===== src/rtl/qpsk_bit_source.sv =====
// Symbol-rate bit source for the QPSK transmit path: symbol strobe generator plus
// independent I/Q Fibonacci LFSRs and deterministic test patterns.
module qpsk_bit_source #(
  parameter int          OS         = 4,
  parameter int          PRBS_ORDER = 9,
  parameter logic [14:0] SEED_I     = 15'h01FF,
  parameter logic [14:0] SEED_Q     = 15'h00AA,
  parameter int          CNT_W      = 32
) (
  input  logic             CLK100MHZ,
  input  logic             reset,
  input  logic             i_enable,
  input  logic [1:0]       i_mode,
  output logic             o_strobe,
  output logic             o_bit_i,
  output logic             o_bit_q,
  output logic [CNT_W-1:0] o_sym_count
);

  localparam int N   = (PRBS_ORDER == 7) ? 7 : (PRBS_ORDER == 15) ? 15 : 9;
  localparam int TAP = (N == 7) ? 5 : (N == 15) ? 13 : 4;
  localparam int PW  = $clog2(OS);
  localparam logic [PW-1:0] LAST = PW'(OS - 1);

  // An all-zero seed would lock the LFSR, so it is replaced with all-ones.
  function automatic logic [N-1:0] fix_seed(input logic [14:0] s);
    fix_seed = (s[N-1:0] == '0) ? '1 : s[N-1:0];
  endfunction

  localparam logic [N-1:0] INIT_I = fix_seed(SEED_I);
  localparam logic [N-1:0] INIT_Q = fix_seed(SEED_Q);

  logic [PW-1:0]    r_cnt;
  logic [N-1:0]     r_lfsr_i;
  logic [N-1:0]     r_lfsr_q;
  logic             r_alt;
  logic             r_strobe;
  logic             r_bit_i;
  logic             r_bit_q;
  logic [CNT_W-1:0] r_sym_count;

  logic w_last;
  logic w_fb_i;
  logic w_fb_q;
  logic w_bit_i;
  logic w_bit_q;

  assign w_last = (r_cnt == LAST);
  assign w_fb_i = r_lfsr_i[N-1] ^ r_lfsr_i[TAP];
  assign w_fb_q = r_lfsr_q[N-1] ^ r_lfsr_q[TAP];

  always_comb begin
    w_bit_i = 1'b0;
    w_bit_q = 1'b0;
    case (i_mode)
      2'b00: begin
        w_bit_i = r_lfsr_i[N-1];
        w_bit_q = r_lfsr_q[N-1];
      end
      2'b10: begin
        w_bit_i = ~r_alt;
        w_bit_q = r_alt;
      end
      2'b11: begin
        w_bit_i = 1'b1;
        w_bit_q = 1'b1;
      end
      default: begin
        w_bit_i = 1'b0;
        w_bit_q = 1'b0;
      end
    endcase
  end

  always_ff @(posedge CLK100MHZ) begin
    if (reset) begin
      r_cnt       <= '0;
      r_lfsr_i    <= INIT_I;
      r_lfsr_q    <= INIT_Q;
      r_alt       <= 1'b0;
      r_strobe    <= 1'b0;
      r_bit_i     <= 1'b0;
      r_bit_q     <= 1'b0;
      r_sym_count <= '0;
    end else if (i_enable) begin
      if (w_last) begin
        // LFSRs advance in every mode so PRBS phase survives mode changes.
        r_cnt       <= '0;
        r_strobe    <= 1'b1;
        r_lfsr_i    <= {r_lfsr_i[N-2:0], w_fb_i};
        r_lfsr_q    <= {r_lfsr_q[N-2:0], w_fb_q};
        r_alt       <= ~r_alt;
        r_bit_i     <= w_bit_i;
        r_bit_q     <= w_bit_q;
        r_sym_count <= r_sym_count + CNT_W'(1);
      end else begin
        r_cnt    <= r_cnt + PW'(1);
        r_strobe <= 1'b0;
      end
    end else begin
      r_strobe <= 1'b0;
    end
  end

  assign o_strobe    = r_strobe;
  assign o_bit_i     = r_bit_i;
  assign o_bit_q     = r_bit_q;
  assign o_sym_count = r_sym_count;

endmodule


===== config.mk =====
export PLATFORM = sky130hd
export DESIGN_NAME = qpsk_bit_source
export DESIGN_NICKNAME = d
export VERILOG_FILES = /design/src/rtl/qpsk_bit_source.sv
export SDC_FILE = /design/constraint.sdc
export NUM_CORES = 1
export LEC_CHECK = 0
export ABC_CLOCK_PERIOD_IN_PS = 2620
export CAP_MARGIN = 20
export CORE_ASPECT_RATIO = 1.1
export CORE_MARGIN = 2
export CORE_UTILIZATION = 53
export DETAILED_ROUTE_END_ITERATION = 16
export PLACE_DENSITY = 0.79
export SLEW_MARGIN = 40
export SYNTH_ARGS = -nofsm -noshare
export SYNTH_HDL_FRONTEND = slang
export SYNTH_SLANG_ARGS = --single-unit

===== constraint.sdc =====
create_clock -name CLK100MHZ -period 2.62 [get_ports CLK100MHZ]
set_input_delay 0.786 -clock CLK100MHZ [delete_from_list [all_inputs] [get_ports CLK100MHZ]]
set_output_delay 0.786 -clock CLK100MHZ [all_outputs]
set_load 0.01 [all_outputs]

Word-level counts from Yosys, hierarchy flattened
Cells that the tools add are included.

Register bits after elaboration: 56. Memories: 0. Memory bits (read-only): 0. Bits of input ports: 5. Bits in latches: 0. Word-level logic and storage cells: 24. Output and inout port bits: 35. Memory bits (writable): 0.

Reduce and logical (&&, ||, !) cells: 3. Add/sub/neg operators: 2. Shift operators: 0. Mux-type cells: 4. Equal/unequal tests: 3. $lt $le $gt $ge: 0. Bitwise logic cells: 4. $mul: 0. Div/mod/pow operators: 0.

Operator list (count): 32-bit by 1-bit adder with 32-bit output (second input constant) (1); 2-bit equality test (second input constant) (3); 1-bit case mux with 3 select lines (2); 2-bit by 1-bit adder with 2-bit output (second input constant) (1); 2-bit zero test (1); 2-bit 2-to-1 mux (1); 1-bit NOT (2); 2-bit AND reduction (1); 2-bit OR reduction (1); 1-bit bitwise XOR (2); 1-bit 2-to-1 mux (1).

Logic depth before layout (Yosys ltp)
Gate-level depths: netlist of run 1.

Depth in word-level cells: 2. Mapped depth: 7. Depth with buffers taken out: 5.

Least setup slack after synthesis of run 1
OpenSTA, ideal clock, no wires.

Kind: in2reg. Start point: in i_enable. End point: reg r_sym_count[21] (netlist: o_sym_count[21]). Data arrival time: 2.002 ns. Path slack: 0.497 ns. Required time: 2.499 ns. Setup time: 0.121 ns. Path buffers: 2. Stages: 6. Path through: and4_1 -> clkbuf_8 -> nand3_1 -> clkbuf_8 -> nor4_1 -> mux2_2.

Cells in the longest elaborated chain, start to end: 1.

RTL lines: start, declared (line 12) `input logic i_enable,`; 2-bit AND reduction (no source line); end signal, assigned (line 95) `r_sym_count <= r_sym_count + CNT_W'(1);`; end, declared (line 40) `logic [CNT_W-1:0] r_sym_count;`.

No other way between the ends. A chain may end at the register's enable or synchronous reset.

Final worst setup path of run 1
Start point: in i_enable. End point: reg r_sym_count[31] (netlist: o_sym_count[31]).

Same word-level chain as after synthesis.

==> run_results.csv, run 1 <==
group,metric,value,unit
placed_design,hpwlAfterDp,3.432,mm
critical_path,crit_fanout,18,
sta,grt_setup_unrepaired,"false",
die,die_w,70.56,µm
pwr,cellPowerDensity,452.9,mW/mm²
critical_path,cp-startpoint,"i_enable",
critical_path,crit_slowest_cell,"clkdlybuf4s50_1",
cells_and_area,area_delta_synth_final,15.94,%
yosys,synth_compound_area_share,10.56,%
cells_and_area,fin_cells,380,
cells_and_area,layout_commonest_cell,"dfxtp_1",
route,num_vias,2155,
sta,post-route-min-period,2273,ps
yosys,synth_nets,296,
placed_design,place_inst,373,
placed_design,port_buffers,39,
yosys,synth_fa_ha_area_share,0.9690,%
yosys,yosysSeqAreaShare,43.41,%
cells_and_area,fin_area,0.002994,mm²
pwr,ir_worst_vdd,0.3301,mV
yosys,synth.distinct_cells,41,
yosys,synth.area.mux_share,2.083,%
cells_and_area,nFillCells,424,
clocking,postCtsHoldBufs,0,
yosys,synth-simple-area-share,30.47,%
route,wl_per_cell,12.98,µm
route,met3WireLength,140,µm
cells_and_area,regArea,0.001121,mm²
clocking,cts.path.max_buffers,2,
route,wl_met2,2.388,mm
sta,timing.hold.ws,455.4,ps
route,wl,4.934,mm
grt,grt_usage,19.03,%
clocking,cts_tree,"done",
route,final_antenna_net_count,0,
grt,gr-total-overflow,0,
clocking,clk-insertion-delay-late,300,ps
yosys,synth_warnings,0,
hold_path,hp-start,"r_lfsr_q[7]",
route,firstDrtPassIters,4,
cells_and_area,diodes,0,
cells_and_area,drive_above_1_share,8.025,%
pwr,p_leak,1.029,nW
yosys,synthCells,289,
flow_run,cap_violations,0,
critical_path,max_stage_delay,480,ps
placed_design,dpl-instance-area,0.002917,mm²
sta,post-route-period-util,86.77,%
hold_path,min_path_type,"reg2reg",
critical_path,ff2ff_path_depth,4,
sta,skew,9.056,ps
yosys,ys_seq_elements,56,
yosys,syn_avg_cell_area,8.936,µm²
route,first_iter_violations,101,
critical_path,crit_family,"buffers and inverters",
grt,grt_max_degree,32,
sta,setup_violations,0,
clocking,cts_root_buf,"clkbuf_8",
sta,setup_tns,0,ps
critical_path,r2r_slack,460,ps
yosys,post_synth_xor_area_fraction,4.748,%
grt,antenna_found_initial,0,
route,viasPerCell,5.671,
critical_path,start_kind,"input pin",
critical_path,path_class,"in2reg",
critical_path,r2r-end,"o_sym_count[31]",
critical_path,critical_path_required,2810,ps
route,drc_errors,0,
sta,setup_ws,346.5,ps
die,io_pins,40,
cells_and_area,final_cell_mix,"56 x dfxtp_1, 46 x nand2_1, 38 x clkdlybuf4s50_1",
cells_and_area,fin_util,63.92,%
critical_path,cp.arrival,2460,ps
route,top_layer_used,"met4",
die,start_util,55.13,%
sta,worst_pin_slew,373.7,ps
sta,relSlewSlack,75.03,%
die,die_h,77.21,µm
clocking,post-cts-setup-buffers,0,
route,wl_met1,2.322,mm
yosys,synth_area,0.002582,mm²
placed_design,pre_cts_slack,11.63,ps
pwr,power,1.356,mW
sta,hold_violations,0,
placed_design,gp_congestion,0.8351,
critical_path,path_cells,"clkdlybuf4s50_1 > and4_1 > nand3_1 > buf_4 > nor4_1 > mux2_2",
grt,grt_pass1_wl,8.590,mm
hold_path,whs_path_depth,2,
clocking,cts_made_buffers,5,
sta,drv_slew,0,
die,rows,26,
sta,clock.fmax,439.9,MHz
clocking,clk_pin_slew,90,ps
critical_path,end_kind,"flop",
clocking,htreeDepth,2,
clocking,cts_resized,0,
critical_path,path_buf_inv,2,
hold_path,holdPathEnd,"r_lfsr_q[8]",
yosys,synth_top_family_by_area,"simple AND/OR/NAND/NOR gates",
die,dieArea,0.005448,mm²
die,core,0.004684,mm²
grt,grt_pass1_vias,1924,
cells_and_area,multiInputGateArea,0.001261,mm²
critical_path,regToRegStartpoint,"o_sym_count[7]",
clocking,clock-sinks,56,
outcome,status,"finished, final reports clean",
cells_and_area,fin_nets,331,
## worst min-delay path: stages, from the launching register on
cell	delay [ps]
dfxtp_1	320
nand2_1	50
a21oi_1	50
## synthesized netlist by cell type, drive strengths merged
cell / number / share of area, %
mux2: 3 / 1.3
buf: 5 / 2.0
nand3: 9 / 2.2
nand3b: 12 / 3.5
nor4: 5 / 1.2
o31a: 1 / 0.34
nand4: 13 / 3.4
a211o: 1 / 0.34
dfxtp: 56 / 43
o31ai: 12 / 3.5
and2: 2 / 0.53
a221oi: 1 / 0.34
a21oi: 21 / 4.1
a311oi: 1 / 0.34
nand2b: 1 / 0.24
ha: 2 / 0.97
xor2: 7 / 2.4
o21ai: 5 / 0.97
and3: 4 / 1.0
nor2: 25 / 3.6
and4: 6 / 2.1
nor3: 3 / 0.58
nand2: 46 / 6.7
inv: 3 / 0.44
o21ba: 1 / 0.39
nor2b: 2 / 0.48
a211oi: 1 / 0.29
clkbuf: 15 / 5.3
mux2i: 2 / 0.78
or3: 4 / 0.97
or4: 13 / 3.9
xnor2: 7 / 2.4
## state kept, by name (all words and copies together) (netlist names)
name,count
o_bit_i,1
o_bit_q,1
r_lfsr_i,9
o_sym_count,32
r_cnt,2
r_lfsr_q,9
o_strobe,1
r_alt,1
## how the worst max path moves through the flow
stage	endpoint	cells past startpoint	slack, ps
floorplan	o_sym_count[21]	6	500
global placement	o_sym_count[31]	6	120
detailed placement	o_sym_count[31]	6	10
CTS	o_sym_count[31]	6	340
global route	o_sym_count[31]	6	280
finish	o_sym_count[31]	6	350
## layer usage
metal	vias up	track usage [%]
met2	29	32.74
met4	0	7.358
met5	-	0
met3	8	3.548
met1	1016	23.40
li1	1102	-
## cells by family (layout without fill, tap and decap cells)
group / count (synthesis) / after routing
muxes: 5 / 5
buffers and inverters: 23 / 58
AOI/OAI and AO/OA: 44 / 44
and+or+nand+nor: 145 / 145
adders and majority gates: 2 / 2
xor gates and xnor gates: 14 / 14
DFF: 56 / 56
## report_power, final
part | internal (mW) | switching, mW | leakage [nW] | total [mW]
registers | 0.860 | 0.00589 | 0.452 | 0.865
logic | 0.0242 | 0.0289 | 0.536 | 0.0531
clock network | 0.183 | 0.255 | 0.0410 | 0.438
total | 1.07 | 0.290 | 1.03 | 1.36
## layout make-up
cell class              instances  area share, %
repair buffers                 48          15.13
multi-input cells             210          42.12
flip-flops and latches         56          37.44
inverters                       3         0.3761
well taps                      56          2.340
clock inverters                 1         0.1672
clock buffers                   6          2.424
Power figures use the tool's default switching activity.
==> run 2: changes to the inputs <==
--- a/config.mk
+++ b/config.mk
@@ -5,11 +5,12 @@
 export SDC_FILE = /design/constraint.sdc
 export NUM_CORES = 1
 export LEC_CHECK = 0
-export ABC_CLOCK_PERIOD_IN_PS = 2620
+export ABC_AREA = 1
 export CAP_MARGIN = 20
 export CORE_ASPECT_RATIO = 1.1
 export CORE_MARGIN = 2
 export CORE_UTILIZATION = 53
+export CTS_CLUSTER_SIZE = 8
 export DETAILED_ROUTE_END_ITERATION = 16
 export PLACE_DENSITY = 0.79
 export SLEW_MARGIN = 40
==> run 2 against run 1 <==
Setup slack improved by 74 ps. Sequential share of layout area decreased by 1.9 points. Sequential power increased by 4.2%. Routed wire length increased by 13%. Clock power increased by 12%. Critical path depth unchanged. Non-clock buffer count decreased by 7. Power increased by 9.9%. Critical path type unchanged. Critical endpoint is now r_lfsr_q[2]. Largest power group unchanged. Highest routed layer unchanged.
==> run_results.csv, run 2 <==
group,metric,value,unit
yosys,ys_seq_elements,56,
cells_and_area,nFillCells,458,
cells_and_area,layout_commonest_cell,"nand2_1",
clocking,clk-insertion-delay-late,310,ps
placed_design,hpwlAfterDp,4.258,mm
cells_and_area,largest_reg_flops,32,
sta,skew,9.554,ps
grt,grt_max_degree,26,
die,die_w,70.90,µm
cells_and_area,final_cell_mix,"75 x nand2_1, 67 x nor2_1, 56 x dfxtp_1",
clocking,cts_tree,"done",
yosys,synth_edf_count,0,
die,rows,26,
yosys,yosysSeqAreaShare,42.97,%
sta,setup_violations,0,
critical_path,cp.arrival,2430,ps
flow_run,cap_violations,0,
sta,clock.fmax,454.6,MHz
cells_and_area,fin_util,67.28,%
yosys,yosysMostFrequentCell,"nand2_1",
critical_path,regToRegStartpoint,"r_cnt[0]",
clocking,cts_resized,0,
clocking,clock-sinks,56,
sta,relSlewSlack,54.43,%
clocking,cts.path.max_buffers,2,
yosys,yosys-top-cells-area,"dfxtp_1 43%, nand2_1 11%, nor2_1 9.6%",
cells_and_area,area_delta_synth_final,20.82,%
placed_design,port_buffers,39,
die,io_pins,40,
hold_path,min_path_type,"reg2reg",
die,core,0.004684,mm²
clocking,postCtsHoldBufs,0,
cells_and_area,fin_nets,416,
yosys,synth_warnings,0,
clocking,clk_pin_slew,90,ps
pwr,ir_worst_vdd,0.3260,mV
clocking,cts_made_buffers,5,
route,num_vias,2350,
route,firstDrtPassIters,4,
clocking,post-cts-setup-buffers,0,
cells_and_area,fin_cells,466,
critical_path,path_class,"in2reg",
sta,post-route-period-util,83.96,%
yosys,async_flop_share,0,%
cells_and_area,diodes,0,
sta,drv_slew,0,
die,dieArea,0.005500,mm²
route,final_antenna_net_count,0,
route,drc_errors,0,
grt,grt_pass1_wl,9.473,mm
critical_path,ff2ff_path_depth,6,
critical_path,crit_fanout,18,
yosys,synth_common_cells,"75 x nand2_1, 67 x nor2_1, 56 x dfxtp_1",
critical_path,r2r-end,"r_lfsr_q[2]",
placed_design,gp_congestion,0.8382,
critical_path,start_kind,"input pin",
placed_design,place_inst,458,
critical_path,cp-startpoint,"i_enable",
die,start_util,55.69,%
yosys,synth_ff_type,"dfxtp_1",
route,wl,5.585,mm
yosys,yosys.area.top_type_share,42.97,%
route,wl_per_cell,11.98,µm
grt,antenna_found_initial,0,
grt,grt_usage,21.44,%
pwr,p_leak,1.257,nW
yosys,synth_area,0.002609,mm²
grt,grt_pass1_vias,2141,
grt,gr-total-overflow,0,
sta,hold_violations,0,
yosys,synth_nets,373,
cells_and_area,multiInputGateArea,0.001265,mm²
route,viasPerCell,5.043,
cells_and_area,regArea,0.001121,mm²
clocking,cts_root_buf,"clkbuf_8",
critical_path,end_kind,"flop",
outcome,status,"finished, final reports clean",
die,die_h,77.58,µm
yosys,synth_largest_area_cell,"dfxtp_1",
clocking,htreeDepth,2,
yosys,syn_avg_cell_area,7.128,µm²
sta,setup_tns,0,ps
route,first_iter_violations,114,
sta,grt_setup_unrepaired,"false",
sta,post-route-min-period,2200,ps
critical_path,r2r_slack,880,ps
yosys,synthCells,366,
critical_path,cp-endpoint,"r_lfsr_q[2]",
critical_path,critical_path_required,2850,ps
yosys,synth.distinct_cells,32,
sta,worst_pin_slew,682.8,ps
sta,timing.hold.ws,458.0,ps
cells_and_area,drive_above_1_share,8.537,%
pwr,cellPowerDensity,473.1,mW/mm²
run 2: changes by cell type after synthesis, sizes merged, moves of 6 or more:
cell    before  now
nand3        9   30
clkbuf      15    0
nor2        25   79
o21ai        5   11
or4         13    0
nand3b      12    0
nand4       13    3
and4         6    0
inv          3   51
nand2       46   82
o31ai       12    1
a22oi        0   12
run 2: worst min path at each step:
stage,start,endpoint,slack (ps),depth (start not counted)
detailed placement,r_lfsr_i[0],r_lfsr_i[0],440,2
CTS,r_lfsr_i[0],r_lfsr_i[0],460,2
global placement,r_lfsr_i[0],r_lfsr_i[0],440,2
floorplan,r_lfsr_i[0],r_lfsr_i[0],430,2
global route,r_lfsr_i[5],r_lfsr_i[6],490,2
finish,r_lfsr_i[0],r_lfsr_i[0],460,2
run 2: cell type report:
cell class | count | share of cell area (%)
Clock buffer | 6 | 2.620
Clock inverter | 2 | 0.4367
Inverter | 51 | 6.153
Multi-Input combinational cell | 254 | 40.13
Sequential cell | 56 | 35.57
Tap cell | 56 | 2.223
Timing Repair Buffer | 41 | 12.86
run 2: worst max-delay path: stages:
cell,delay [ps]
clkdlybuf4s50_1,500
nand2_4,190
inv_4,80
nor2_2,530
inv_2,160
o22ai_1,170
run 2: per-layer routing:
metal / GRT usage [%] / share of wire (%)
met1: 25.39 / 43
met2: 39.44 / 50
met3: 3.636 / 6.1
met4: 5.849 / 1.1
met5: 0 / 0
run 2: per-stage QoR:
step                power, mW  worst slack [ps]  instance area (µm²)
floorplan              0.9766             974.8                 2609
global placement        1.017             114.9                 3055
detailed placement      1.021             89.95                 3055
CTS                     1.506             408.7                 3152
global route            1.551             258.8                 3152
finish                  1.491             420.3                 3152
run 2: where the power goes:
group | switching [mW] | leakage, nW | total [mW] | internal (mW)
Combinational | 0.0502 | 0.752 | 0.0975 | 0.0473
Sequential | 0.0260 | 0.453 | 0.901 | 0.875
Clock | 0.275 | 0.0516 | 0.492 | 0.217
run 2: logic make-up after synthesis:
group	count (synthesis)	synth area share [%]
AND/OR/NAND/NOR	195	33.91
flip-flops	56	42.97
adder cells (fa/ha/maj)	2	0.9591
AO/OA/AOI/OAI	53	12.28
XOR/XNOR	4	1.343
buffers and inverters	56	8.537
==> run 3: changes to the inputs <==
--- a/config.mk
+++ b/config.mk
@@ -9,10 +9,10 @@
 export CAP_MARGIN = 20
 export CORE_ASPECT_RATIO = 1.1
 export CORE_MARGIN = 2
-export CORE_UTILIZATION = 53
+export CORE_UTILIZATION = 48
 export CTS_CLUSTER_SIZE = 8
 export DETAILED_ROUTE_END_ITERATION = 16
-export PLACE_DENSITY = 0.79
+export PLACE_DENSITY = 0.75
 export SLEW_MARGIN = 40
 export SYNTH_ARGS = -nofsm -noshare
 export SYNTH_HDL_FRONTEND = slang
==> constraint.sdc (replaced) <==
create_clock -name CLK100MHZ -period 1.9 [get_ports CLK100MHZ]
set_input_delay 0.57 -clock CLK100MHZ [delete_from_list [all_inputs] [get_ports CLK100MHZ]]
set_output_delay 0.57 -clock CLK100MHZ [all_outputs]
set_load 0.01 [all_outputs]
==> run 3 against run 2 <==
Sequential cell count did not move. Non-clock buffer count rose by 15. Global-route usage down 0.22 points. First-iteration DRC count grew 29%. Critical path type is now reg2out. Critical endpoint is now o_sym_count[25].
==> run_results.csv, run 3 (synthesized netlist as in run 2, its figures left out) <==
group,metric,value,unit
critical_path,crit_family,"buffers and inverters",
cells_and_area,fin_nets,431,
sta,relSlewSlack,78.35,%
clocking,cts_root_buf,"clkbuf_8",
critical_path,critical_path_required,1330,ps
sta,setup_violations,0,
clocking,clock-sinks,56,
die,dieArea,0.006041,mm²
route,firstDrtPassIters,4,
critical_path,crit_fanout,5,
critical_path,max_stage_delay,570,ps
clocking,clk_pin_slew,100,ps
die,die_w,74.29,µm
route,final_antenna_net_count,0,
critical_path,crit_slowest_cell,"clkdlybuf4s50_1",
grt,gr-total-overflow,0,
cells_and_area,nFillCells,512,
route,wl_per_cell,11.76,µm
clocking,post-cts-setup-buffers,0,
critical_path,path_cells,"clkdlybuf4s50_1",
grt,grt_pass1_wl,9.977,mm
sta,skew,7.151,ps
cells_and_area,layout_commonest_cell,"nand2_1",
route,viasPerCell,4.974,
cells_and_area,final_cell_mix,"75 x nand2_1, 67 x nor2_1, 48 x inv_1",
die,rows,28,
placed_design,gp_congestion,0.9208,
placed_design,place_inst,492,
cells_and_area,largest_reg_flops,32,
pwr,ir_worst_vdd,0.5553,mV
grt,grt_pass1_vias,2342,
critical_path,start_kind,"flop",
die,core,0.005325,mm²
cells_and_area,diodes,0,
grt,grt_max_degree,26,
sta,clock.fmax,535.6,MHz
sta,grt_setup_unrepaired,"false",
route,first_iter_violations,147,
clocking,cts_tree,"done",
die,start_util,48.99,%
critical_path,path_buf_inv,1,
placed_design,hpwlAfterDp,4.474,mm
outcome,status,"finished, final reports clean",
placed_design,pre_cts_slack,-109.6,ps
cells_and_area,area_delta_synth_final,27.15,%
sta,post-route-period-util,98.26,%
grt,grt_usage,21.22,%
pwr,cellPowerDensity,613.4,mW/mm²
sta,drv_slew,0,
critical_path,path_class,"reg2out",
placed_design,dpl-instance-area,0.003204,mm²
sta,worst_pin_slew,323.5,ps
clocking,clk-insertion-delay-late,310,ps
sta,post-route-min-period,1867,ps
clocking,htreeDepth,2,
route,num_vias,2487,
cells_and_area,fin_area,0.003317,mm²
hold_path,min_path_type,"reg2reg",
critical_path,cp.arrival,1300,ps
cells_and_area,fin_cells,500,
clocking,cts_made_buffers,5,
pwr,p_leak,1.355,nW
sta,setup_ws,32.99,ps
sta,hold_violations,0,
clocking,cts.path.max_buffers,2,
critical_path,end_kind,"output pin",
route,drc_errors,0,
placed_design,port_buffers,39,
flow_run,cap_violations,0,
route,wl,5.881,mm
grt,antenna_found_initial,0,
die,io_pins,40,
die,die_h,81.32,µm
cells_and_area,drive_above_1_share,15.53,%
-- run 3: final cells by class --
cell class	count	area (µm²)	area share (%)
clock buffers	6	72.57	2.188
clock inverters	2	16.27	0.4904
inverters	51	193.9	5.847
multi-input cells	254	1265	38.14
flip-flops and latches	56	1142	34.44
well taps	75	93.84	2.829
repair buffers	56	533.0	16.07
-- run 3: final timing paths --
path / slack [ps] / end / startpoint / depth (start not counted)
max: 30 / o_sym_count[25] / o_sym_count[25] / 1
min: 460 / r_lfsr_i[0] / r_lfsr_i[0] / 2
max reg2reg: 390 / o_sym_count[29] / o_sym_count[12] / 8
min reg2reg: 460 / r_lfsr_i[0] / r_lfsr_i[0] / 2
-- run 3: metrics by stage --
step | setup TNS, ps | total power, mW | hold slack, ps | util, %
floorplan | 0 | 1.347 | 426.0 | -
global placement | -352.3 | 1.409 | 446.4 | 60.17
detailed placement | -612.4 | 1.415 | 447.6 | 60.17
CTS | 0 | 2.047 | 463.9 | 61.89
global route | 0 | 2.132 | 489.5 | 62.29
finish | 0 | 2.035 | 459.7 | 62.29
-- run 3: what timing repair did --
| item | 4_1_cts | 5_1_grt |
|---|---|---|
| setup endpoints to repair | 2 | 16 |
| gates cloned | 0 | 0 |
| gates resized for setup | 2 | 16 |
| hold buffers | 0 | 0 |
-- run 3: metal layers --
metal	up-vias	part of all wire [%]	GRT usage, %
li1	1285	-	-
met1	1128	44	25.46
met2	66	50	37.77
met3	8	4.8	3.226
met4	0	1.4	8.214
met5	-	0	0
-- run 3: where the power goes --
part / switching [mW] / internal, mW
combinational: 0.0736 / 0.0737
sequential: 0.0320 / 1.21
clock: 0.383 / 0.263
